File: src/rtl/rs_cmd_pkg.sv
`default_nettype none
// +--------------------------------------------------------------------+
// | rs_cmd_pkg: shared debounce FSM encoding and default constants     |
// | Rev 1.0                                                            |
// +--------------------------------------------------------------------+
package rs_cmd_pkg;

   typedef enum logic [1:0] {
      IDLE      = 2'd0,
      RISE_WAIT = 2'd1,
      HIGH      = 2'd2,
      FALL_WAIT = 2'd3
   } dbc_state_t;

   localparam int c_DEBOUNCE_CYCLES = 4;

endpackage : rs_cmd_pkg
`default_nettype wire

File: src/rtl/rs_debounce_ch.sv
`default_nettype none
// +--------------------------------------------------------------------+
// | rs_debounce_ch: optional 2-flop sync (RS_CMD_SYNC_EN) + debounce   |
// | FSM producing a debounced level and a one-cycle rising-edge flag.  |
// | Rev 1.0                                                            |
// +--------------------------------------------------------------------+
module rs_debounce_ch
   import rs_cmd_pkg::*;
#(
   parameter int DEBOUNCE_CYCLES = c_DEBOUNCE_CYCLES,
   parameter int CNT_W           = $clog2(DEBOUNCE_CYCLES + 1)
) (
   input  logic clk,
   input  logic rst,
   input  logic din,
   output logic level,
   output logic edge_q
);

   localparam logic [CNT_W-1:0] c_CNT_MAX = CNT_W'(DEBOUNCE_CYCLES);

   logic             w_din;
   dbc_state_t       r_state;
   logic [CNT_W-1:0] r_cnt;
   logic [CNT_W-1:0] w_cnt_inc;
   logic             w_hit;
   logic             r_level;
   logic             r_edge;

`ifdef RS_CMD_SYNC_EN
   logic [1:0] r_sync;

   always_ff @(posedge clk) begin
      if (rst) begin
         r_sync <= 2'b00;
      end else begin
         r_sync <= {r_sync[0], din};
      end
   end

   assign w_din = r_sync[1];
`else
   assign w_din = din;
`endif

   // Saturating increment; w_hit means this sample completes the stable run.
   assign w_cnt_inc = (r_cnt == c_CNT_MAX) ? c_CNT_MAX : r_cnt + CNT_W'(1);
   assign w_hit     = (w_cnt_inc == c_CNT_MAX);

   always_ff @(posedge clk) begin
      if (rst) begin
         r_state <= IDLE;
         r_cnt   <= '0;
         r_level <= 1'b0;
         r_edge  <= 1'b0;
      end else begin
         r_edge <= 1'b0;
         case (r_state)
            IDLE: begin
               if (w_din) begin
                  if (w_hit) begin
                     r_state <= HIGH;
                     r_cnt   <= '0;
                     r_level <= 1'b1;
                     r_edge  <= 1'b1;
                  end else begin
                     r_state <= RISE_WAIT;
                     r_cnt   <= w_cnt_inc;
                  end
               end
            end
            RISE_WAIT: begin
               if (!w_din) begin
                  r_state <= IDLE;
                  r_cnt   <= '0;
               end else if (w_hit) begin
                  r_state <= HIGH;
                  r_cnt   <= '0;
                  r_level <= 1'b1;
                  r_edge  <= 1'b1;
               end else begin
                  r_cnt   <= w_cnt_inc;
               end
            end
            HIGH: begin
               if (!w_din) begin
                  if (w_hit) begin
                     r_state <= IDLE;
                     r_cnt   <= '0;
                     r_level <= 1'b0;
                  end else begin
                     r_state <= FALL_WAIT;
                     r_cnt   <= w_cnt_inc;
                  end
               end
            end
            FALL_WAIT: begin
               if (w_din) begin
                  r_state <= HIGH;
                  r_cnt   <= '0;
               end else if (w_hit) begin
                  r_state <= IDLE;
                  r_cnt   <= '0;
                  r_level <= 1'b0;
               end else begin
                  r_cnt   <= w_cnt_inc;
               end
            end
            default: begin
               r_state <= IDLE;
               r_cnt   <= '0;
               r_level <= 1'b0;
            end
         endcase
      end
   end

   assign level  = r_level;
   assign edge_q = r_edge;

endmodule : rs_debounce_ch
`default_nettype wire

File: src/rtl/rs_cmd_gen.sv
`default_nettype none
// +--------------------------------------------------------------------+
// | rs_cmd_gen: debounced set/clear strobes for rs_ff, clear wins.     |
// | Synchroniser selected by RS_CMD_SYNC_EN.  Rev 1.0                  |
// +--------------------------------------------------------------------+
module rs_cmd_gen
   import rs_cmd_pkg::*;
#(
   parameter int DEBOUNCE_CYCLES = c_DEBOUNCE_CYCLES,
   parameter int CNT_W           = $clog2(DEBOUNCE_CYCLES + 1)
) (
   input  logic clk,
   input  logic rst,
   input  logic set_in,
   input  logic clr_in,
   output logic s,
   output logic r,
   output logic conflict,
   output logic set_level,
   output logic clr_level
);

   logic w_set_edge;
   logic w_clr_edge;
   logic w_set_lvl;
   logic w_clr_lvl;

   logic r_s;
   logic r_r;
   logic r_conflict;
   logic r_set_level;
   logic r_clr_level;

   rs_debounce_ch #(
      .DEBOUNCE_CYCLES (DEBOUNCE_CYCLES),
      .CNT_W           (CNT_W)
   ) u_set_ch (
      .clk    (clk),
      .rst    (rst),
      .din    (set_in),
      .level  (w_set_lvl),
      .edge_q (w_set_edge)
   );

   rs_debounce_ch #(
      .DEBOUNCE_CYCLES (DEBOUNCE_CYCLES),
      .CNT_W           (CNT_W)
   ) u_clr_ch (
      .clk    (clk),
      .rst    (rst),
      .din    (clr_in),
      .level  (w_clr_lvl),
      .edge_q (w_clr_edge)
   );

   // Clear has priority; a set colliding with a clear is dropped, not held.
   always_ff @(posedge clk) begin
      if (rst) begin
         r_s         <= 1'b0;
         r_r         <= 1'b0;
         r_conflict  <= 1'b0;
         r_set_level <= 1'b0;
         r_clr_level <= 1'b0;
      end else begin
         r_s         <= w_set_edge & ~w_clr_edge;
         r_r         <= w_clr_edge;
         r_conflict  <= w_set_edge & w_clr_edge;
         r_set_level <= w_set_lvl;
         r_clr_level <= w_clr_lvl;
      end
   end

   assign s         = r_s;
   assign r         = r_r;
   assign conflict  = r_conflict;
   assign set_level = r_set_level;
   assign clr_level = r_clr_level;

endmodule : rs_cmd_gen
`default_nettype wire

File: config.mk
export PLATFORM = sky130hd
export DESIGN_NAME = rs_cmd_gen
export DESIGN_NICKNAME = d
export VERILOG_FILES = /design/src/rtl/rs_cmd_pkg.sv /design/src/rtl/rs_debounce_ch.sv /design/src/rtl/rs_cmd_gen.sv
export SDC_FILE = /design/constraint.sdc
export NUM_CORES = 1
export LEC_CHECK = 0
export BUFFER_PORTS_ARGS = -buffer_cell sky130_fd_sc_hd__clkbuf_2
export CAP_MARGIN = 20
export CORE_AREA = 3 3 40 42
export CTS_BUF_LIST = sky130_fd_sc_hd__clkbuf_8
export DETAILED_ROUTE_END_ITERATION = 16
export DIE_AREA = 0 0 43 45
export PLACE_DENSITY = 0.82
export SYNTH_ARGS = -nofsm -noshare
export SYNTH_HDL_FRONTEND = slang
export SYNTH_SLANG_ARGS = --single-unit
export TNS_END_PERCENT = 100
File: constraint.sdc
create_clock -name clk -period 2.85 [get_ports clk]
set_input_delay 0.57 -clock clk [delete_from_list [all_inputs] [get_ports clk]]
set_output_delay 0.57 -clock clk [all_outputs]
set_load 0.01 [all_outputs]
==> metrics.yaml, run 1 <==
cts_resized: 0
cts_made_buffers: 3
yosysSeqAreaShare_pct: 47.0
netlist-cell-type-count: 28
ir_drop_mv: 0.333
ant_nets: 0
post-route-cell-area_um2: 910
grt_setup_unrepaired: "no"
pre_cts_slack_ns: 1.21
fin_crit_sh_pct: 57.0
nNetsFinal: 108
setup_ws_ns: 1.23
slew_viol_final: 0
cp_data_required_time_ns: 3.03
cp-start-kind: "flip-flop"
netlist.area_leader.share_pct: 47.0
place_area_um2: 865
clk_pin_slew_ns: 0.07
synthesis.nets: 96
finalCriticalPeriod_ns: 1.62
clock_sinks: 19
timing.rr.end: "u_set_ch.level"
wl_per_cell_um: 11.7
core-area_um2: 1280
gp_congestion: 0.691
track_usage_pct: 16.7
grt_max_degree: 14
cts_hold_buf: 0
synth_area_um2: 810
yosysWarnings: 0
worstPathMaxFanout: 5
port_buffers: 8
post_drt_via_cell_ratio: 5.49
dieHeight_um: 45
synth_top_area_cell: "dfxtp_1"
grt.overflow.total: 0
wl_um: 1340
drcViolationCount: 0
postCtsSetupBuffers: 0
firstDrtPassIters: 4
critPathKind: "reg -> reg"
cts_buffer_depth: 2
insertion_delay_ns: 0.25
grt_pass1_vias: 579
power-per-cell-area_nw_per_um2: 580
io-pin-count: 9
finClkSkew_ns: 0.00417
clockRootBuffer: "clkbuf_8"
grt_first_pass_wirelength_um: 2450
drt-initial-drc-count: 13
dp_hpwl_um: 927
initial_core_util_pct: 63.0
tightest_slew_ns: 0.557
die-width_um: 43
synth_cells: 88
synth_seq_cells: 19
rows: 13
cts_tree: "yes"
h-tree-depth: 1
vias: 626
max_freq_ghz: 0.615
drive_above_1_share_pct: 12.1
relSlewSlack_pct: 62.6
status: "finished clean"
die_area_um2: 1940
setup_tns_ns: 0
diodes: 0
r2r_start: "u_set_ch.r_cnt[0]"
ys_top_cells_by_area: "dfxtp_1, ha_1, inv_1"
rrSetupSlack_ns: 1.23
hold_viol: 0
area_growth_pct: 12.4
avgSynthCellArea_um2: 9.20
setup_violations: 0
r2r_cells: 5
antenna_found_initial: 0
max_cap_violations: 0
crit_start: "u_set_ch.r_cnt[0]"
hp-class: "reg -> reg"
p_leak_nw: 0.393
arrival_ns: 1.80
worstSetupEndpointType: "flip-flop"
endpoint: "u_set_ch.level"
## synthesized netlist by cell type
cell,count
or3_1,1
a21oi_1,3
or2_2,1
o311a_1,1
nor3b_1,1
a31oi_1,5
nand3_1,1
mux2i_1,3
nor2b_1,5
inv_1,9
nand2_1,5
a211oi_1,1
nor4_1,1
nand3b_1,1
a22oi_1,3
nor3_1,2
xnor2_1,1
and3_1,3
clkbuf_1,1
ha_1,4
nor2_1,7
or4b_1,1
a211o_1,2
and2_1,1
xor2_1,2
o22ai_1,1
o21ai_0,3
dfxtp_1,19
## through the flow
stage,power [W],util (%),hold slack [ns],cells
finish,0.000528,70.8,0.433,114
global route,0.000551,70.8,0.468,114
CTS,0.000533,70.8,0.434,114
detailed placement,0.000351,67.3,0.421,110
global placement,0.000350,67.3,0.418,110
floorplan,0.000336,-,0.403,88
## critical path, cell delays in order, from the launching register on
cell and delay (ns):
dfxtp_1 0.39, ha_1 0.23, xor2_1 0.16, a22oi_1 0.13, or4b_1 0.48, a31oi_1 0.17
## sequential cells by signal, indices dropped and copies added, names as in the netlist
register,cells
clr_level,1
s,1
u_set_ch.r_state,2
u_clr_ch.edge_q,1
u_set_ch.level,1
u_clr_ch.level,1
u_clr_ch.r_state,2
r,1
u_set_ch.r_cnt,3
u_clr_ch.r_cnt,3
conflict,1
u_set_ch.edge_q,1
set_level,1
## report_power, final
| part | switching [W] | internal [W] | total, W |
|---|---|---|---|
| clock network | 0.0000849 | 0.0000956 | 0.000181 |
| registers | 0.00000816 | 0.000279 | 0.000287 |
| logic | 0.0000333 | 0.0000267 | 0.0000601 |
| total | 0.000126 | 0.000401 | 0.000528 |
## cell families (layout without fill, tap and decap cells)
logic type / after synthesis / after routing / share of synthesized area, %
mux: 3 / 3 / 3.71
buf+inv: 10 / 21 / 4.64
compound gates: 19 / 19 / 15.5
simple gates: 30 / 30 / 19.8
flops: 19 / 19 / 47.0
xor+xnor: 3 / 3 / 3.25
fa+ha+maj: 4 / 4 / 6.18
## worst min path at each step
stage / from / end / slack, ns / cells after the start
CTS: u_clr_ch.edge_q / s / 0.43 / 1
floorplan: u_clr_ch.edge_q / s / 0.40 / 1
global placement: u_clr_ch.edge_q / s / 0.42 / 1
finish: u_clr_ch.edge_q / s / 0.43 / 1
global route: u_clr_ch.edge_q / s / 0.47 / 1
detailed placement: u_clr_ch.edge_q / s / 0.42 / 1
## cell usage in the layout, fill, tap and decap left out
cell type / synthesis / routed
a211o_1: 2 / 2
nor2b_1: 5 / 5
o311a_1: 1 / 1
nand2_1: 5 / 5
mux2i_1: 3 / 3
a31oi_1: 5 / 5
o21ai_0: 3 / 3
a22oi_1: 3 / 3
nor3b_1: 1 / 1
ha_1: 4 / 4
a211oi_1: 1 / 1
nor4_1: 1 / 1
or2_2: 1 / 1
xnor2_1: 1 / 1
or4b_1: 1 / 1
a21oi_1: 3 / 3
o22ai_1: 1 / 1
nand3b_1: 1 / 1
nand3_1: 1 / 1
clkbuf_2: 0 / 8
inv_1: 9 / 10
or3_1: 1 / 1
xor2_1: 2 / 2
and2_1: 1 / 1
clkbuf_8: 0 / 3
and3_1: 3 / 3
nor3_1: 2 / 2
nor2_1: 7 / 7
dfxtp_1: 19 / 19
## layout make-up
type,count,area [µm²]
clock buffers,3,41.3
clock inverters,1,3.75
fillers,97,375
inverters,9,33.8
multi-input cells,59,392
flip-flops and latches,19,380
well taps,15,18.8
repair buffers,8,40.0
## layer usage
layer,global-route usage [%],part of all wire [%],vias to the layer above
li1,-,-,327
met1,23.8,52,277
met2,22.8,40,18
met3,3.59,5.5,4
met4,10.8,1.7,0
met5,0,0,-
No activity file was read; power rests on OpenSTA's default activity.
==> run 2, diff against run 1 <==
--- a/config.mk
+++ b/config.mk
@@ -7,11 +7,11 @@
 export LEC_CHECK = 0
 export BUFFER_PORTS_ARGS = -buffer_cell sky130_fd_sc_hd__clkbuf_2
 export CAP_MARGIN = 20
-export CORE_AREA = 3 3 40 42
+export CORE_MARGIN = 3
+export CORE_UTILIZATION = 52
 export CTS_BUF_LIST = sky130_fd_sc_hd__clkbuf_8
 export DETAILED_ROUTE_END_ITERATION = 16
-export DIE_AREA = 0 0 43 45
-export PLACE_DENSITY = 0.82
+export PLACE_DENSITY = 0.75
 export SYNTH_ARGS = -nofsm -noshare
 export SYNTH_HDL_FRONTEND = slang
 export SYNTH_SLANG_ARGS = --single-unit
==> constraint.sdc (replaced) <==
create_clock -name clk -period 1.3 [get_ports clk]
set_input_delay 0.26 -clock clk [delete_from_list [all_inputs] [get_ports clk]]
set_output_delay 0.26 -clock clk [all_outputs]
set_load 0.01 [all_outputs]
==> run 2 against run 1 <==
Effect of this change:
- the run now ends with negative setup slack left
- wire length up 33%
- power is 140% higher
- worst setup slack got worse by 1.4 ns
- clock power is 130% higher
- die area rose by 6.8%
- worst hold slack worse by 0.19 ns
- combinational power grew to 3.6 times the previous value
- sequential power increased by 120%
==> metrics.yaml, run 2 (synthesis results as in run 1) <==
wl_per_cell_um: 13.7
slowest_delay_ns: 0.47
hp-class: "in -> reg"
cts_hold_buf: 0
antenna_found_initial: 0
arrival_ns: 1.64
cpLargestDelayFamily: "simple AND/OR/NAND/NOR gates"
cp-start-kind: "flip-flop"
clk_pin_slew_ns: 0.07
nNetsFinal: 124
drive_above_1_share_pct: 40.9
ant_nets: 0
grt.overflow.total: 0
rows: 13
layout_common_cells: "buf_4, dfxtp_1, clkbuf_2, inv_1, nor2_1"
multiInputGateArea_um2: 490
grt_setup_unrepaired: "yes"
finClkSkew_ns: 0.00361
use_met1_pct: 27.6
setup_ws_ns: -0.149
drcViolationCount: 0
vias: 724
setup_violations: 5
top_regs: "u_clr_ch.r_cnt x3, u_set_ch.r_cnt x3"
finalCriticalPeriod_ns: 1.45
grt-busiest-layer: "met2"
hold_viol: 0
dieHeight_um: 45.5
status: "complete, but fails checks"
utilization_pct: 82.6
critPathKind: "reg -> reg"
p_leak_nw: 0.474
io-pin-count: 9
port_buffers: 8
worstSetupEndpointType: "flip-flop"
seq_area_um2: 393
grt_max_degree: 12
wl_um: 1780
grt_first_pass_wirelength_um: 2940
max_freq_ghz: 0.690
initial_core_util_pct: 58.6
cp_slowest_cell: "or4b_1"
core-area_um2: 1380
firstDrtPassIters: 4
area_growth_pct: 41.1
post-route-cell-area_um2: 1140
cts_made_buffers: 3
h-tree-depth: 1
tightest_slew_ns: 0.241
place_area_um2: 1050
worstPathMaxFanout: 3
met2_usage_pct: 30.4
cts_buffer_depth: 2
drt-initial-drc-count: 15
path_cells: "ha_4, xor2_1, a22oi_2, or4b_1, a31oi_1"
dp_hpwl_um: 1300
cts_tree: "yes"
max_cap_violations: 0
cp_data_required_time_ns: 1.49
clock_sinks: 19
insertion_delay_ns: 0.25
die-width_um: 45.5
fin_crit_sh_pct: 111
grt_pass1_vias: 669
track_usage_pct: 20.3
power-per-cell-area_nw_per_um2: 1100
violations: "negative setup slack"
gp_congestion: 0.872
relSlewSlack_pct: 83.8
grtUsageMet3_pct: 3.56
clockRootBuffer: "clkbuf_8"
post_drt_via_cell_ratio: 5.57
fillers: 92
mostFrequentLayoutCell: "buf_4"
crit_buf_inv: 0
diodes: 0
slew_viol_final: 0
die_area_um2: 2070
ir_drop_mv: 0.840
run 2: changes by cell type in the layout (fill, tap and decap cells not counted), sizes merged:
cell	delta
buf	+16
clkinv	+1
inv	-1
run 2: worst reg2reg max path, stage by stage (launching register included):
cell and delay [ns]:
dfxtp_4 0.36, ha_4 0.16, xor2_1 0.17, a22oi_2 0.09, or4b_1 0.47, a31oi_1 0.14
run 2: timing repair:
action / CTS / global route
setup endpoints to repair: 8 / 10
endpoints found under the hold margin: 0 / 0
setup buffers: 1 / 1
gates resized for setup: 4 / 5
pin swaps: 3 / 3
run 2: metrics by stage:
| step | cells | TNS, ns | hold slack [ns] | setup slack (ns) | total power (W) |
|---|---|---|---|---|---|
| after global routing | 130 | -0.786 | 0.258 | -0.219 | 0.00130 |
| after detailed placement | 124 | -0.497 | 0.431 | -0.131 | 0.000842 |
| after global placement | 124 | -0.400 | 0.416 | -0.101 | 0.000833 |
| final | 130 | -0.394 | 0.241 | -0.149 | 0.00125 |
| after floorplan | 88 | -0.174 | 0.332 | -0.0824 | 0.000764 |
| after CTS | 129 | -0.435 | 0.242 | -0.129 | 0.00125 |
run 2: path summary, 6_finish.rpt:
path,from,to,slack (ns),cells past startpoint
worst max register to register,u_set_ch.r_cnt[0],u_set_ch.level,-0.15,5
worst min register to register,u_clr_ch.edge_q,s,0.45,1
worst min-delay path,rst,u_set_ch.r_cnt[1],0.24,2
worst max-delay path,u_set_ch.r_cnt[0],u_set_ch.level,-0.15,5
run 2: layer usage:
metal	share of wire, %	routed length (µm)	up-vias
met1	50	882	338
met4	1.8	32	0
met3	4.5	80	4
met5	0	0	-
li1	-	-	362
met2	44	785	20
run 2: area by class of cell:
class,count,share of cell area [%]
multi-input combinational,59,42.9
sequential,19,34.4
timing repair buffer,24,14.0
clock buffer,3,3.61
inverter,9,2.96
tap,15,1.64
clock inverter,1,0.438
run 2: power breakdown:
group,switching (W),internal [W],leakage (nW),total [W]
sequential,0.0000214,0.000611,0.157,0.000632
clock,0.000196,0.000213,0.0255,0.000409
combinational,0.000101,0.000112,0.292,0.000214
